==> config.mk <==
export PLATFORM = sky130hd
export DESIGN_NAME = mul_product_accumulator_flat
export DESIGN_NICKNAME = d
export VERILOG_FILES = /design/src/rtl/mul_pkg.sv /design/src/rtl/mul_product_accumulator_if.sv /design/src/rtl/mul_acc_out_fifo.sv /design/src/rtl/mul_product_accumulator.sv /design/src/flat_wrapper.sv
export SDC_FILE = /design/constraint.sdc
export NUM_CORES = 1
export LEC_CHECK = 0
export ABC_AREA = 1
export CAP_MARGIN = 40
export CORE_MARGIN = 2
export CORE_UTILIZATION = 30
export DETAILED_ROUTE_END_ITERATION = 7
export PLACE_DENSITY = 0.53
export SYNTH_ARGS = -nofsm -noshare
export SYNTH_HDL_FRONTEND = slang
export SYNTH_SLANG_ARGS = --single-unit
==> constraint.sdc <==
create_clock -name clk -period 9.6 [get_ports clk]
set_input_delay 1.92 -clock clk [delete_from_list [all_inputs] [get_ports clk]]
set_output_delay 1.92 -clock clk [all_outputs]
set_load 0.02 [all_outputs]
==> src/rtl/mul_pkg.sv <==
// Shared types and widths for the multiply-accumulate path that sits behind
// the 32x32 shift-add multiplier.
package mul_pkg;

  // Width of the product coming out of the multiplier.
  localparam int PROD_W = 64;

  // Width of the accumulated group sum carried in every buffer entry.
  localparam int ACC_W = 64;

  // One finished group: its sum, how many products went into it, and
  // whether any addition within the group overflowed.
  typedef struct packed {
    logic [ACC_W-1:0] sum;
    logic [7:0]       terms;
    logic             ovf;
  } acc_entry_t;

endpackage

==> src/rtl/mul_product_accumulator_if.sv <==
// Product-in / group-sum-out handshake bundle for mul_product_accumulator.
// The master side is whoever feeds products and drains sums; the slave side
// is the accumulator itself.
interface mul_product_accumulator_if #(
  parameter int PROD_W = mul_pkg::PROD_W,
  parameter int ACC_W  = mul_pkg::ACC_W
);

  logic              in_valid;
  logic              in_ready;
  logic [PROD_W-1:0] in_product;
  logic              in_last;

  logic              out_valid;
  logic              out_ready;
  logic [ACC_W-1:0]  out_sum;
  logic [7:0]        out_terms;
  logic              out_ovf;

  modport master (
    output in_valid, in_product, in_last, out_ready,
    input  in_ready, out_valid, out_sum, out_terms, out_ovf
  );

  modport slave (
    input  in_valid, in_product, in_last, out_ready,
    output in_ready, out_valid, out_sum, out_terms, out_ovf
  );

endinterface

==> src/rtl/mul_acc_out_fifo.sv <==
// Two-entry, strictly ordered buffer of finished group results.  The head
// entry is always held in slot0 so the outputs come straight from a register;
// after the last entry is popped slot0 keeps its old contents.
module mul_acc_out_fifo
  import mul_pkg::*;
(
  input  logic       clk,
  input  logic       rst,
  input  logic       push,
  input  acc_entry_t push_data,
  input  logic       pop,
  output acc_entry_t head_data,
  output logic       full,
  output logic       empty
);

  acc_entry_t slot0;
  acc_entry_t slot1;
  logic [1:0] count;

  // Slot and occupancy update; a simultaneous push and pop keeps the
  // occupancy and moves the queue forward by one.
  always_ff @(posedge clk or posedge rst) begin
    if (rst) begin
      slot0 <= '0;
      slot1 <= '0;
      count <= 2'd0;
    end else begin
      case ({push, pop})
        2'b10: begin
          if (count == 2'd0) begin
            slot0 <= push_data;
            count <= 2'd1;
          end else if (count == 2'd1) begin
            slot1 <= push_data;
            count <= 2'd2;
          end
        end
        2'b01: begin
          if (count == 2'd2) begin
            slot0 <= slot1;
            count <= 2'd1;
          end else if (count == 2'd1) begin
            count <= 2'd0;
          end
        end
        2'b11: begin
          if (count == 2'd2) begin
            slot0 <= slot1;
            slot1 <= push_data;
          end else begin
            slot0 <= push_data;
            count <= 2'd1;
          end
        end
        default: begin
        end
      endcase
    end
  end

  assign head_data = slot0;
  assign full      = (count == 2'd2);
  assign empty     = (count == 2'd0);

endmodule

==> src/rtl/mul_product_accumulator.sv <==
// Sums multiplier products into groups and hands each finished group
// (sum, term count, overflow flag) to the next stage through a 2-entry buffer.
// A group closes on in_last or when it reaches MAX_TERMS products.
module mul_product_accumulator
  import mul_pkg::*;
#(
  parameter int PROD_W    = mul_pkg::PROD_W,
  parameter int ACC_W     = mul_pkg::ACC_W,
  parameter int MAX_TERMS = 16,
  parameter int SATURATE  = 1
) (
  input logic                     clk,
  input logic                     rst,
  mul_product_accumulator_if.slave bus
);

  localparam logic [7:0] MAX_TERMS_W = 8'(MAX_TERMS);

  logic [ACC_W-1:0] acc;
  logic [7:0]       terms;
  logic             group_ovf;

  logic [ACC_W:0]   sum_wide;
  logic [ACC_W-1:0] sum_next;
  logic [7:0]       terms_next;
  logic             ovf_next;
  logic             accept;
  logic             close;
  logic             push;
  logic             pop;
  logic             full;
  logic             empty;
  acc_entry_t       push_data;
  acc_entry_t       head_data;

  // Next group state for the beat on the input; the extra top bit of the
  // add is the carry that marks overflow.  With saturation on, an overflowed
  // group sits at all-ones, and adding to all-ones keeps it there.
  always_comb begin
    sum_wide   = {1'b0, acc} + {{(ACC_W + 1 - PROD_W){1'b0}}, bus.in_product};
    ovf_next   = group_ovf | sum_wide[ACC_W];
    sum_next   = sum_wide[ACC_W-1:0];
    if ((SATURATE != 0) && ovf_next) begin
      sum_next = '1;
    end
    terms_next = terms + 8'd1;
    close      = bus.in_last || (terms_next == MAX_TERMS_W);
    push_data       = '0;
    push_data.sum   = sum_next;
    push_data.terms = terms_next;
    push_data.ovf   = ovf_next;
  end

  assign accept = bus.in_valid && bus.in_ready;
  assign push   = accept && close;
  assign pop    = bus.out_valid && bus.out_ready;

  // Running group state: advance on every accepted beat and start over
  // from zero on the beat that closes the group.
  always_ff @(posedge clk or posedge rst) begin
    if (rst) begin
      acc       <= '0;
      terms     <= 8'd0;
      group_ovf <= 1'b0;
    end else if (accept) begin
      if (close) begin
        acc       <= '0;
        terms     <= 8'd0;
        group_ovf <= 1'b0;
      end else begin
        acc       <= sum_next;
        terms     <= terms_next;
        group_ovf <= ovf_next;
      end
    end
  end

  mul_acc_out_fifo u_out_fifo (
    .clk       (clk),
    .rst       (rst),
    .push      (push),
    .push_data (push_data),
    .pop       (pop),
    .head_data (head_data),
    .full      (full),
    .empty     (empty)
  );

  // in_ready only looks at buffer occupancy, which is itself a register, so
  // nothing from out_ready reaches it within the same cycle.
  assign bus.in_ready  = ~full;
  assign bus.out_valid = ~empty;
  assign bus.out_sum   = head_data.sum;
  assign bus.out_terms = head_data.terms;
  assign bus.out_ovf   = head_data.ovf;

endmodule

==> src/flat_wrapper.sv <==
// flat-port wrapper written by rule: the top's interface ports become plain ports
module mul_product_accumulator_flat import mul_pkg::*;
#(
  parameter int PROD_W    = mul_pkg::PROD_W,
  parameter int ACC_W     = mul_pkg::ACC_W,
  parameter int MAX_TERMS = 16,
  parameter int SATURATE  = 1
)
  (clk, rst, bus_in_valid, bus_in_product, bus_in_last, bus_out_ready, bus_in_ready, bus_out_valid, bus_out_sum, bus_out_terms, bus_out_ovf);
  mul_product_accumulator_if #(.PROD_W(PROD_W), .ACC_W(ACC_W)) bus_i ();
  input logic clk;
  input logic rst;
  input wire logic [$bits(bus_i.in_valid)-1:0] bus_in_valid;
  input wire logic [$bits(bus_i.in_product)-1:0] bus_in_product;
  input wire logic [$bits(bus_i.in_last)-1:0] bus_in_last;
  input wire logic [$bits(bus_i.out_ready)-1:0] bus_out_ready;
  output wire logic [$bits(bus_i.in_ready)-1:0] bus_in_ready;
  output wire logic [$bits(bus_i.out_valid)-1:0] bus_out_valid;
  output wire logic [$bits(bus_i.out_sum)-1:0] bus_out_sum;
  output wire logic [$bits(bus_i.out_terms)-1:0] bus_out_terms;
  output wire logic [$bits(bus_i.out_ovf)-1:0] bus_out_ovf;
  assign bus_i.in_valid = bus_in_valid;
  assign bus_i.in_product = bus_in_product;
  assign bus_i.in_last = bus_in_last;
  assign bus_i.out_ready = bus_out_ready;
  assign bus_in_ready = bus_i.in_ready;
  assign bus_out_valid = bus_i.out_valid;
  assign bus_out_sum = bus_i.out_sum;
  assign bus_out_terms = bus_i.out_terms;
  assign bus_out_ovf = bus_i.out_ovf;
  mul_product_accumulator #(.PROD_W(PROD_W), .ACC_W(ACC_W), .MAX_TERMS(MAX_TERMS), .SATURATE(SATURATE)) u_core (.clk(clk), .rst(rst), .bus(bus_i));
endmodule
==> flow_summary.yaml <==
die:
  start_util: 0.3022
  num_rows: 85
  pin_count: 144
  die_w_um: 236.4
  die_h_um: 236.4
  core-area_um2: 53600
  die_area_um2: 55870
worst_hold_path:
  min_path_type: "flop to flop"
  hold_path_startpoint: "u_core.u_out_fifo.head_data[43]$_DFFE_PP0P_"
  hold_depth: 2
  min_to: "u_core.u_out_fifo.head_data[43]$_DFFE_PP0P_"
timing:
  setup_violations: 0
  period_needed_ns: 5.029
  hold_ws_ns: 0.4826
  hold_violations: 0
  setup_tns_ns: 0
  rsz0062_at_grt: "false"
  max_slew_margin: 0.3990
  clock-skew-final_ns: 0.02019
  max_freq_mhz: 198.8
  timing.final.max_slew_violations: 0
  tightest_slew_ns: 0.9014
  fin_crit_sh: 0.5239
critical_path:
  regToRegSetupSlack_ns: 5.55
  cp_max_fo: 46
  cp_top_family: "simple AND/OR/NAND/NOR gates"
  startpoint: "bus_in_product[0]"
  path_class: "input port to flop"
  arrival_ns: 5.48
  crit_path_start_kind: "input port"
  cp_cell_sequence: "clkdlybuf4s50_1 > ha_1 > fa_1 > nand3_1 > nand3_2 > nand2_1 > nand2_1 > nand2_1 > nand2_1 > nand2_1 > nand2_2 > a21oi_4 > buf_4 > nand3_1 > o21ai_0 > a21oi_1"
  cpMostUsedCell: "nand2_1"
  worst-r2r-cell-count: 13
  r2r_end: "u_core.u_out_fifo.head_data[28]$_DFFE_PP0P_"
  worstPathRequired_ns: 10.05
  slowest_stage: "buf_4"
  cpPeakStageDelay_ns: 0.51
  critPathCaptureType: "flop"
  crit_buf_inv: 2
  worst_r2r_startpoint: "u_core.u_out_fifo.count[1]$_DFFE_PP0P_"
routing:
  firstDrtPassIters: 6
  topRoutingLayerUsed: "met4"
  first_iter_violations: 1384
  avgViaCountPerCell: 4.836
  wire_per_inst_um: 18.70
  wl_met2_mm: 29.94
  wl_met3_mm: 2.736
  drcViolationCount: 0
  wl_met1_mm: 28.96
  detail-route-antenna-nets: 0
  vias: 16528
  wirelength_mm: 63.92
logic_synthesis:
  yosysWarnings: 0
  synth_edf_count: 0
  yosysTopAreaCell: "dfrtp_1"
  synth_area_leaders: "dfrtp_1 (34%), nand2_1 (24%), inv_1 (9.4%)"
  syn-cell-area_um2: 16200
  netlist.area_leader.share: 0.3414
  syn_nets: 2728
  ys_dominant_reg_cell: "dfrtp_1"
  async_flop_share: 1.000
  yosys-top-cells-count: "nand2_1 (1030), inv_1 (404), dfrtp_1 (221), nor2_1 (208), o21ai_0 (133)"
  yosysSeqAreaShare: 0.3414
  ys_ff_latch: 221
  yosysMostFrequentCell: "nand2_1"
  syn_avg_cell_area_um2: 6.247
  ys_types: 41
  netlist_instances: 2593
cts:
  cts_hold_buf: 0
  worstSkewPairLatency_ns: 0.57
  root_buffer: "clkbuf_16"
  cts_tree: "built"
  postCtsSetupBuffers: 0
  clkTransAtPathRegs_ns: 0.06
  cts_buffers: 28
  cts_max_level: 1
  clock_path_buffers: 3
  post_cts_resize_count: 0
  cts_sinks: 221
power_and_ir_drop:
  power_leakage_nw: 10.49
  power_density_nw_per_um2: 367.7
  peakVddDrop_mv: 0.1735
global_routing:
  grt_pass1_vias: 16318
  grt.total_usage: 0.2268
  grt_overflow: 0
  grt_max_degree: 100
  antenna_found_initial: 0
  grt_pass1_wl_mm: 97.77
run_status:
  status: "finished, final reports clean"
cells_and_area:
  regArea_um2: 5530
  diodes: 0
  fin_nets: 2836
  multi_input_area_um2: 8700
  area_growth_syn_to_layout_pct: 19.05
  fin_util: 0.3598
  drive_gt1_frac: 0.03600
  nFillCells: 5809
placement:
  gp_congestion: 0.9748
  port_buffers: 143
  dpl.hpwl_mm: 49.62
run:
  drv_cap: 0
[tightest hold or removal path, delay by kind of cell (launching register included)]
kind | cells | cell delay, ns
and+or+nand+nor | 2 | 0.11
DFF | 1 | 0.34
[per-stage QoR]
step	worst slack [ns]	std cells	total power [mW]	area, um^2
final	4.571	3418	7.090	19280
after global routing	4.319	3418	7.686	19280
after CTS	4.606	3418	7.127	19280
after detailed placement	4.019	3367	5.983	18320
after global placement	4.070	3363	5.931	18220
after floorplan	1.631	2593	4.400	16200
[per-layer routing]
layer / vias up / global-route usage
met5: - / 0
met4: 0 / 0.07480
met3: 93 / 0.02025
met2: 483 / 0.3873
met1: 7701 / 0.3013
li1: 8251 / -
[power breakdown]
part | leakage (nW) | switching (mW) | internal, mW
Clock | 0.472 | 0.430 | 0.680
Combinational | 7.29 | 2.95 | 1.36
Sequential | 2.73 | 0.309 | 1.37
[cell families (layout without fill, tap and decap cells)]
group | count (synthesis) | in the layout | synth area share
and+or+nand+nor | 1427 | 1427 | 0.3530
buffers and inverters | 503 | 632 | 0.1234
AOI/OAI and AO/OA | 348 | 348 | 0.1156
DFF | 221 | 221 | 0.3414
adders and majority gates | 66 | 66 | 0.05144
xor gates and xnor gates | 28 | 28 | 0.01514
[sequential cells by signal (all words and copies together) (netlist names)]
name and cells:
u_core.u_out_fifo.head_data 73, u_core.u_out_fifo.slot1 73, u_core.acc 64, u_core.terms 8
u_core.u_out_fifo.count 2, u_core.group_ovf 1
[how the worst max path moves through the flow]
stage / end / cells past startpoint
2_1_floorplan: u_core.acc[0]$_DFFE_PP0P_ / 1
3_3_place_gp: u_core.u_out_fifo.slot1[20]$_DFFE_PP0P_ / 9
6_report: u_core.u_out_fifo.head_data[55]$_DFFE_PP0P_ / 16
3_5_place_dp: u_core.u_out_fifo.head_data[28]$_DFFE_PP0P_ / 17
5_1_grt: u_core.u_out_fifo.head_data[47]$_DFFE_PP0P_ / 16
4_1_cts: u_core.u_out_fifo.head_data[28]$_DFFE_PP0P_ / 17
[cells in the final DEF, fill, tap and decap left out, drive strengths merged, types with 7 or more instances in the layout]
master / synthesis / routed
nand4: 25 / 25
a21oi: 111 / 111
nor3: 14 / 14
clkdlybuf4s50: 0 / 143
ha: 65 / 65
dfrtp: 221 / 221
xor2: 27 / 27
clkbuf: 34 / 44
nand2: 1035 / 1035
buf: 47 / 16
o21ai: 196 / 196
nor4: 8 / 8
inv: 419 / 420
a22o: 21 / 21
o22ai: 7 / 7
nand3: 119 / 119
nor2: 216 / 216
[layout make-up]
cell class              instances  area share
well taps                     696     0.04516
flip-flops and latches        221      0.2868
clock inverters                 7    0.006229
multi-input cells            1869      0.4511
repair buffers                159     0.08422
clock buffers                  44     0.04367
inverters                     422     0.08279
No activity file was read; power rests on OpenSTA's default activity.
